**config.mk**
```make
export PLATFORM = sky130hd
export DESIGN_NAME = xm23_fetch_unit
export DESIGN_NICKNAME = d
export VERILOG_FILES = /design/src/rtl/xm23_pkg.sv /design/src/rtl/xm23_fetch_unit.sv
export SDC_FILE = /design/constraint.sdc
export NUM_CORES = 1
export LEC_CHECK = 0
export ABC_AREA = 1
export BUFFER_PORTS_ARGS = -buffer_cell sky130_fd_sc_hd__clkbuf_2
export CAP_MARGIN = 20
export CORE_UTILIZATION = 30
export DETAILED_ROUTE_END_ITERATION = 7
export PLACE_DENSITY = 0.51
export RECOVER_POWER = 50
export REMOVE_ABC_BUFFERS = 1
export SLEW_MARGIN = 10
export SYNTH_ARGS = -nofsm -noshare
export SYNTH_HDL_FRONTEND = slang
export SYNTH_SLANG_ARGS = --single-unit
```
**constraint.sdc**
```tcl
create_clock -name Clock -period 4.9 [get_ports Clock]
set_input_delay 0 -clock Clock [delete_from_list [all_inputs] [get_ports Clock]]
set_output_delay 0 -clock Clock [all_outputs]
set_load 0.02 [all_outputs]
```
**src/rtl/xm23_pkg.sv**
```systemverilog
// rtl/xm23_pkg.sv - shared types and constants for the XM23 fetch stage
package xm23_pkg;

    localparam int XM23_WORD_W = 16;
    localparam logic [XM23_WORD_W-1:0] XM23_PC_INC = 16'd2;

    typedef enum logic [2:0] {
        ST_IDLE  = 3'd0,
        ST_REQ   = 3'd1,
        ST_WAIT  = 3'd2,
        ST_HOLD  = 3'd3,
        ST_HALT  = 3'd4,
        ST_FAULT = 3'd5
    } fetch_state_t;

endpackage

```
**src/rtl/xm23_fetch_unit.sv**
```systemverilog
// rtl/xm23_fetch_unit.sv - XM23 instruction fetch: PC, memory read, decoder handshake
module xm23_fetch_unit
    import xm23_pkg::*;
#(
    parameter logic [XM23_WORD_W-1:0] RESET_PC    = 16'h0000,
    parameter int                     MEM_LATENCY = 1
) (
    input  logic                   Clock,
    input  logic                   Reset,
    input  logic                   run,
    input  logic                   step,
    input  logic                   slp,
    input  logic                   bkpt_en,
    input  logic [XM23_WORD_W-1:0] bkpt_addr,
    input  logic                   pc_load,
    input  logic [XM23_WORD_W-1:0] pc_new,
    output logic [XM23_WORD_W-1:0] mem_addr,
    output logic                   mem_rd,
    input  logic [XM23_WORD_W-1:0] mem_rdata,
    output logic [XM23_WORD_W-1:0] ir,
    output logic [XM23_WORD_W-1:0] ir_pc,
    output logic                   ir_valid,
    input  logic                   ir_ready,
    output logic [XM23_WORD_W-1:0] pc,
    output logic                   halted,
    output logic                   fault
);

    fetch_state_t state, state_nxt;
    logic [2:0] lat_cnt;
    logic       step_q;
    logic       run_q;
    logic       bkpt_pass;

    logic step_pulse, run_rise, bkpt_hit, load_ok, capture, halt_release;

    assign step_pulse   = step & ~step_q;
    assign run_rise     = run & ~run_q;
    assign bkpt_hit     = bkpt_en && (pc == bkpt_addr) && !bkpt_pass;
    // An odd redirect target cannot pull the unit out of FAULT.
    assign load_ok      = pc_load && !((state == ST_FAULT) && pc_new[0]);
    assign capture      = (state == ST_WAIT) && (lat_cnt == 3'd1) && !pc_load;
    assign halt_release = (state == ST_HALT) && (step_pulse || run_rise);

    always_ff @(posedge Clock) begin
        if (Reset) begin
            state <= ST_IDLE;
        end else begin
            state <= state_nxt;
        end
    end

    always_comb begin
        state_nxt = state;
        if (load_ok) begin
            state_nxt = ST_IDLE;
        end else begin
            case (state)
                ST_IDLE: begin
                    if (slp)                     state_nxt = ST_IDLE;
                    else if (pc[0])              state_nxt = ST_FAULT;
                    else if (bkpt_hit)           state_nxt = ST_HALT;
                    else if (run || step_pulse)  state_nxt = ST_REQ;
                end
                ST_REQ:   state_nxt = ST_WAIT;
                ST_WAIT:  if (lat_cnt == 3'd1) state_nxt = ST_HOLD;
                ST_HOLD:  if (ir_ready) state_nxt = ST_IDLE;
                ST_HALT:  if (halt_release) state_nxt = ST_IDLE;
                ST_FAULT: state_nxt = ST_FAULT;
                default:  state_nxt = ST_IDLE;
            endcase
        end
    end

    always_comb begin
        mem_rd   = (state == ST_REQ);
        ir_valid = (state == ST_HOLD);
        halted   = (state == ST_HALT);
        fault    = (state == ST_FAULT);
    end

    always_ff @(posedge Clock) begin
        if (Reset) begin
            pc        <= RESET_PC;
            ir        <= '0;
            ir_pc     <= '0;
            mem_addr  <= '0;
            lat_cnt   <= '0;
            step_q    <= 1'b0;
            run_q     <= 1'b0;
            bkpt_pass <= 1'b0;
        end else begin
            step_q <= step;
            run_q  <= run;
            if ((state == ST_IDLE) && (state_nxt == ST_REQ)) begin
                mem_addr <= pc;
            end
            if (state == ST_REQ) begin
                lat_cnt <= 3'(MEM_LATENCY);
            end else if (state == ST_WAIT) begin
                lat_cnt <= lat_cnt - 3'd1;
            end
            if (capture) begin
                ir        <= mem_rdata;
                ir_pc     <= pc;
                pc        <= pc + XM23_PC_INC;
                bkpt_pass <= 1'b0;
            end
            if (halt_release && !pc_load) begin
                bkpt_pass <= 1'b1;
            end
            // Redirect wins over the sequential increment.
            if (load_ok) begin
                pc        <= pc_new;
                bkpt_pass <= 1'b0;
            end
        end
    end

endmodule

```
==> results of run 1 <==
per-layer routing:
layer	up-vias	wire length (um)
met1	1624	5050
met5	-	0
met2	136	4920
met4	0	85
li1	1895	-
met3	5	879
path summary, 6_finish.rpt:
kind                                            endpoint  slack [ps]  cells after the start                startpoint
worst max-delay path            mem_addr[0]$_SDFFE_PP0P_        1970                      9       state[0]$_SDFF_PP0_
worst max register to register  mem_addr[0]$_SDFFE_PP0P_        1970                      9       state[0]$_SDFF_PP0_
worst min register to register  mem_addr[0]$_SDFFE_PP0P_         440                      2  mem_addr[0]$_SDFFE_PP0P_
worst min-delay path                  pc[7]$_SDFFE_PP0P_        -0.7                      3                 pc_new[7]
worst reg2reg max path: cells and delay by family (launching register included):
family | cells | cell delay, ps
flip-flops | 1 | 470
AND/OR/NAND/NOR | 7 | 1920
buffers and inverters | 2 | 350
sequential cells by signal, summed over array words and instances, names as in the netlist:
signal,cells
ir,16
step_q,1
pc,16
ir_pc,16
lat_cnt,3
state,3
mem_addr,16
run_q,1
bkpt_pass,1
layout make-up:
cell class | instances | area [um^2]
Inverter | 54 | 203
Sequential cell | 73 | 1460
Multi-Input combinational cell | 344 | 1650
Fill cell | 1189 | 6240
Timing Repair Buffer | 157 | 881
Clock inverter | 5 | 77.6
Clock buffer | 11 | 253
Tap cell | 140 | 175
power by group:
group          total (mW)  leakage (nW)  switching [mW]  internal (mW)
logic               0.207          1.24           0.127         0.0796
clock network       0.728         0.162           0.256          0.472
registers           0.638         0.594          0.0227          0.615
total                1.57          1.99           0.406           1.17
metrics by stage:
stage                     instance area (um^2)  setup slack [ps]  power (mW)  hold WS, ps
after detailed placement                  4130              2010       0.843          229
after global placement                    4130              2090       0.841          221
after CTS                                 4760              1980        1.60         4.34
after floorplan                           3310              2210       0.759         69.1
after global routing                      4700              1670        1.64        0.986
final                                     4700              1970        1.57       -0.707
logic make-up after synthesis:
logic type,share of synthesized area (%)
flops,43.0
compound gates,13.8
xor+xnor,2.06
fa+ha+maj,1.10
buf+inv,8.57
simple gates,31.5
cell usage after synthesis (all sizes together):
library cell,instances
nand2,132
dfxtp,73
nor2,59
inv,51
a21oi,48
o21ai,23
nand4,19
clkbuf,16
nor3,15
nand3,14
xor2,7
buf,5
or2,4
a211oi,3
a31oi,3
clkinv,3
ha,3
nor4,3
o211ai,3
o221ai,3
a21o,1
a221oi,1
nor3b,1
o311ai,1
xnor2,1
placed cells by master (no fill, tap or decap), drive strengths merged, types with 14 or more instances in the layout:
cell | synthesis | final
a21oi | 48 | 48
clkbuf | 16 | 134
dfxtp | 73 | 73
dlygate4sd3 | 0 | 30
inv | 51 | 51
nand2 | 132 | 132
nand3 | 14 | 14
nand4 | 19 | 19
nor2 | 59 | 59
nor3 | 15 | 15
o21ai | 23 | 23
==> run metrics, run 1 <==
final core area utilization=43.0%; Worst Tran Pin Value=1870 ps; achievable clock frequency=342 MHz; # Post-CTS Setup Buffers=0; count of unique library cells instantiated by Yosys=32; Placer Congestion=0.826; total wirelength of the detailed-routed design=10900 um; longest individual stage delay on the worst path=740 ps; overall die width=108 um; type of destination of the critical path=flop; type of the worst setup path=reg -> reg; Initial DRT Pass Iterations=5; initial core utilization=31.1%; vias in the first global route=3372; maximum level of the CTS H-tree=3; share of cells above drive strength 1=13.4%; RSZ-0062 raised after global routing=no; buffers added on ports=123; clock skew=5.23 ps; cell with the biggest individual delay on the critical path=sky130_fd_sc_hd__nor4_4; insertion delay of the later-clocked pin in the worst-skew pair=330 ps; Worst path top cell family by delay=simple AND/OR/NAND/NOR gates; syn avg cell area=6.91 um^2; clock tree from TritonCTS=done; final hold violation count=1; number of pins with negative max-slew slack in the final report=38; Total GRT Usage=19.4%; antenna violations before repair=0; Arrival @ worst endpoint=3070 ps; worst slew margin relative to its limit=-24.8%; setup violators final=0; M2 GR Usage=31.1%; number of maximum-capacitance constraint violations=1; Critical Path RT=5040 ps; area of the die=11800 um^2; cell types occupying the most area after synthesis=sky130_fd_sc_hd__dfxtp_1 43%, sky130_fd_sc_hd__nand2_1 14%, sky130_fd_sc_hd__a21oi_1 7.1%; DR vias=3660; crit share post-route=59.7%; std cell rows=38; synthesis warning total=0; PostCTS Resize Cnt=0; antenna diode count=0; worst-case hold slack=-0.707 ps; CTS Buffer Depth=2; first-pass GRT wire length=17200 um; Static Leak=1.99 nW; Min-Delay Path Class=in -> reg; clock tree sinks=73; nets=698; pwr/cell area=335 nW/um^2; cell breakdown of the critical path=inv_2, nor3_4, nand2_1, nand2_2, inv_2, nor4_4, nand2_2, nor2_4, nor3_1; clock-pin slew reported for the worst setup and hold paths after clock tree synthesis=60 ps; DP Wirelength=7690 um; number of buffers added by the clock tree synthesis step=9; DR iter-0 viols=158; Layout area overhead=38.1%; met3 track demand over resource=6.39%; vias per inst=4.67; number of nets with antenna violations after detailed routing=0; status=finished, violations left; post-route insts no fill=784; Hold-fix buffers, CTS=30; Max IR drop VDD=0.178 mV; share of synthesized area occupied by flip-flops and latches=43.0%; violations in the final reports=negative hold slack, max-capacitance violations, max-slew violations; die boundary height=108 um; crit path max fanout=16; met1 capacity usage during global routing=25.0%; total I/O pin count=124; routed len/inst=13.9 um; Post-Synthesis Cell Area=3400 um^2; clock root buffer=sky130_fd_sc_hd__clkbuf_16; post-synthesis sequential element count=73; number of buffer and inverter instances along the worst setup path=2; number of remaining DRC errors=0; setup TNS=0 ps; maximum number of pins on one net before global-route repair=38; peak-usage layer in the global routing report=met2; proportion of netlist area held by the largest area contributor=43.0%; core area=10900 um^2; placed cell count=737; global route overflow=0; post-synthesis cell count=492; Yosys top cell by area=sky130_fd_sc_hd__dfxtp_1; startpoint class of the critical path=flop; shortest period the worst path allows=2930 ps
No activity file was read; power rests on OpenSTA's default activity.
==> inputs of run 2 (changes only) <==
--- a/config.mk
+++ b/config.mk
@@ -5,7 +5,7 @@
 export SDC_FILE = /design/constraint.sdc
 export NUM_CORES = 1
 export LEC_CHECK = 0
-export ABC_AREA = 1
+export ABC_AREA = 0
 export BUFFER_PORTS_ARGS = -buffer_cell sky130_fd_sc_hd__clkbuf_2
 export CAP_MARGIN = 20
 export CORE_UTILIZATION = 30
==> constraint.sdc (replaced) <==
create_clock -name Clock -period 3 [get_ports Clock]
set_input_delay 0 -clock Clock [delete_from_list [all_inputs] [get_ports Clock]]
set_output_delay 0 -clock Clock [all_outputs]
set_load 0.02 [all_outputs]
==> run metrics, run 2 <==
number of buffers added by the clock tree synthesis step=9 (unchanged); worst slew margin relative to its limit=-1.54% (+23 points); Post-Synthesis Cell Area=3460 um^2 (+1.7%); capture endpoint of the worst hold path=pc[3]$_SDFFE_PP0P_; met3 track demand over resource=4.56% (-1.8 points); shortest period the worst path allows=2370 ps; Placer Congestion=0.826 (about the same); met1 capacity usage during global routing=21.7% (-3.3 points); placed cell count=652 (-12%); overall die width=109 um (+0.82%); post-route insts no fill=702 (-10%); core area=11000 um^2 (+0.87%); buffers added on ports=123 (unchanged); std cell rows=38 (unchanged); final core area utilization=42.3% (-0.68 points); DR iter-0 viols=144 (-8.9%); peak-usage layer in the global routing report=met2; status=finished, violations left; launching point of the worst reg2reg path=pc[9]$_SDFFE_PP0P_; number of fillers in the final layout=1181 (-0.67%); routed len/inst=14.6 um (+4.6%); proportion of netlist area held by the largest area contributor=42.2% (-0.71 points); clock root buffer=sky130_fd_sc_hd__clkbuf_16; CTS Buffer Depth=2 (unchanged); DP Wirelength=6980 um (-9.2%); maximum number of pins on one net before global-route repair=41 (+7.9%); die boundary height=109 um (+0.82%); placement-stage cell area=4140 um^2 (+0.33%); vias per inst=4.61 (-1.3%); number of nets with antenna violations after detailed routing=0 (unchanged); crit path max fanout=40 (+24); share of cells above drive strength 1=16.5% (+3.2 points); longest individual stage delay on the worst path=1070 ps (+330 ps); final hold violation count=0 (-1); RSZ-0062 raised after global routing=no; Crit Reg-Reg Endpoint=mem_addr[4]$_SDFFE_PP0P_; total wirelength of the detailed-routed design=10200 um (-6.3%); Layout area overhead=34.9%; Worst Tran Pin Value=1520 ps (-348 ps); type of the worst setup path=in -> reg; number of remaining DRC errors=0 (unchanged); Min-Delay Path Class=in -> reg; initial core utilization=31.4% (+0.25 points); cell types occupying the most area after synthesis=sky130_fd_sc_hd__dfxtp_1 42%, sky130_fd_sc_hd__nand2_1 8.8%, sky130_fd_sc_hd__a21oi_1 6.5%; Arrival @ worst endpoint=2580 ps (-490 ps); top cell types by occurrence after synthesis=81 x sky130_fd_sc_hd__nand2_1, 73 x sky130_fd_sc_hd__dfxtp_1, 45 x sky130_fd_sc_hd__a21oi_1; number of pins with negative max-slew slack in the final report=41 (+7.9%); worst reg-to-reg path cell count=5 (-4); achievable clock frequency=422 MHz; count of unique library cells instantiated by Yosys=54 (+69%); setup violators final=0 (unchanged); maximum level of the CTS H-tree=3 (unchanged); clock skew=5.29 ps (+0.0516 ps); Yosys top cell by area=sky130_fd_sc_hd__dfxtp_1; synthesis warning total=0 (unchanged); Worst Min Path Start=pc_new[3]; Hold-fix buffers, CTS=35 (+17%); nets=617 (-12%); Critical Path RT=3220 ps (-1820 ps); global route overflow=0 (unchanged); number of maximum-capacitance constraint violations=1 (unchanged); Initial DRT Pass Iterations=4 (-1); antenna violations before repair=0 (unchanged); R2R Setup Slk=660 ps (-1310 ps); most used cells in the layout excluding fill and tap cells=81 x sky130_fd_sc_hd__nand2_1, 73 x sky130_fd_sc_hd__dfxtp_1, 67 x sky130_fd_sc_hd__clkbuf_1; worst path setup slack after routing=632 ps (-1340 ps); pwr/cell area=485 nW/um^2 (+45%); Worst path top cell family by delay=buffers and inverters; total I/O pin count=124 (unchanged); number of buffer and inverter instances along the worst setup path=3 (+1); share of synthesized area occupied by flip-flops and latches=42.2% (-0.71 points); syn avg cell area=8.42 um^2 (+22%); cell with the most instances on the worst path=sky130_fd_sc_hd__clkbuf_1; area of the die=12000 um^2 (+1.7%); most common cell in the synthesized netlist=sky130_fd_sc_hd__nand2_1; type of destination of the critical path=flop; Total GRT Usage=17.6% (-1.8 points); first-pass GRT wire length=15800 um (-8.4%); clock-pin slew reported for the worst setup and hold paths after clock tree synthesis=60 ps (about the same); worst-case hold slack=41.1 ps (+41.8 ps); clock tree from TritonCTS=done; vias in the first global route=3092 (-8.3%); violations in the final reports=max-capacitance violations, max-slew violations; final std cell area, no fill=4670 um^2 (-0.72%); insertion delay of the later-clocked pin in the worst-skew pair=330 ps (about the same); most common cell after layout, fill and taps aside=sky130_fd_sc_hd__nand2_1; post-synthesis async set-or-reset flop share=0% (unchanged); # Post-CTS Setup Buffers=0 (unchanged); crit share post-route=78.9%; total power consumption of the routed design=2.26 mW (+44%); clock tree sinks=73 (unchanged); post-synthesis cell count=411 (-16%); antenna diode count=0 (unchanged); Static Leak=1.77 nW (-11%); Max IR drop VDD=0.207 mV (+17%); startpoint class of the critical path=input port; cell with the biggest individual delay on the critical path=sky130_fd_sc_hd__clkbuf_1; DR vias=3236 (-12%); Main synth FF type=sky130_fd_sc_hd__dfxtp_1; number of synthesized flops with an enable pin=0 (unchanged); cell breakdown of the critical path=clkbuf_1, clkbuf_1, buf_4, a21oi_1; post-synthesis sequential element count=73 (unchanged); PostCTS Resize Cnt=0 (unchanged); DP Worst Slack=621 ps (-1390 ps); worst hold path depth=3 (unchanged); M2 GR Usage=29.3% (-1.8 points); setup TNS=0 ps (unchanged)
## run 2: logic make-up after synthesis
logic type / synth area share, %
buffers and inverters: 5.90
adder cells (fa/ha/maj): 1.09
XOR/XNOR: 6.00
multiplexers: 5.28
AO/OA/AOI/OAI: 13.6
flip-flops: 42.2
AND/OR/NAND/NOR: 25.9
## run 2: how the worst max path moves through the flow
stage | endpoint | slack [ps] | start | cells after the start
2_1_floorplan | state[2]$_SDFF_PP0_ | 920 | state[0]$_SDFF_PP0_ | 5
3_3_place_gp | mem_addr[6]$_SDFFE_PP0P_ | 720 | pc[3]$_SDFFE_PP0P_ | 5
3_5_place_dp | mem_addr[3]$_SDFFE_PP0P_ | 620 | pc[9]$_SDFFE_PP0P_ | 5
4_1_cts | mem_addr[1]$_SDFFE_PP0P_ | 600 | pc[9]$_SDFFE_PP0P_ | 5
5_1_grt | ir[0]$_SDFFE_PP0P_ | 350 | Reset | 4
6_report | ir[0]$_SDFFE_PP0P_ | 630 | Reset | 4
## run 2: layer usage
layer	up-vias	wire length (um)
li1	1676	-
met1	1452	4640
met2	94	4850
met3	14	604
met4	0	148
met5	-	0
## run 2: area by class of cell
cell class / instances / area (um^2) / share of cell area, %
multi-input cells: 298 / 1790 / 38.5
flip-flops and latches: 73 / 1460 / 31.3
repair buffers: 165 / 931 / 20.0
clock buffers: 11 / 243 / 5.20
well taps: 140 / 175 / 3.75
inverters: 11 / 41.3 / 0.885
clock inverters: 4 / 20.0 / 0.429
## run 2: tightest hold or removal path, delay by kind of cell
family	cells	cell delay [ps]
AOI/OAI and AO/OA	2	230
buffers and inverters	1	90
## run 2: report_power, final
part / internal [mW] / leakage (nW) / switching, mW
clock: 0.572 / 0.135 / 0.394
combinational: 0.131 / 1.04 / 0.133
sequential: 0.994 / 0.593 / 0.0404
total: 1.70 / 1.77 / 0.568
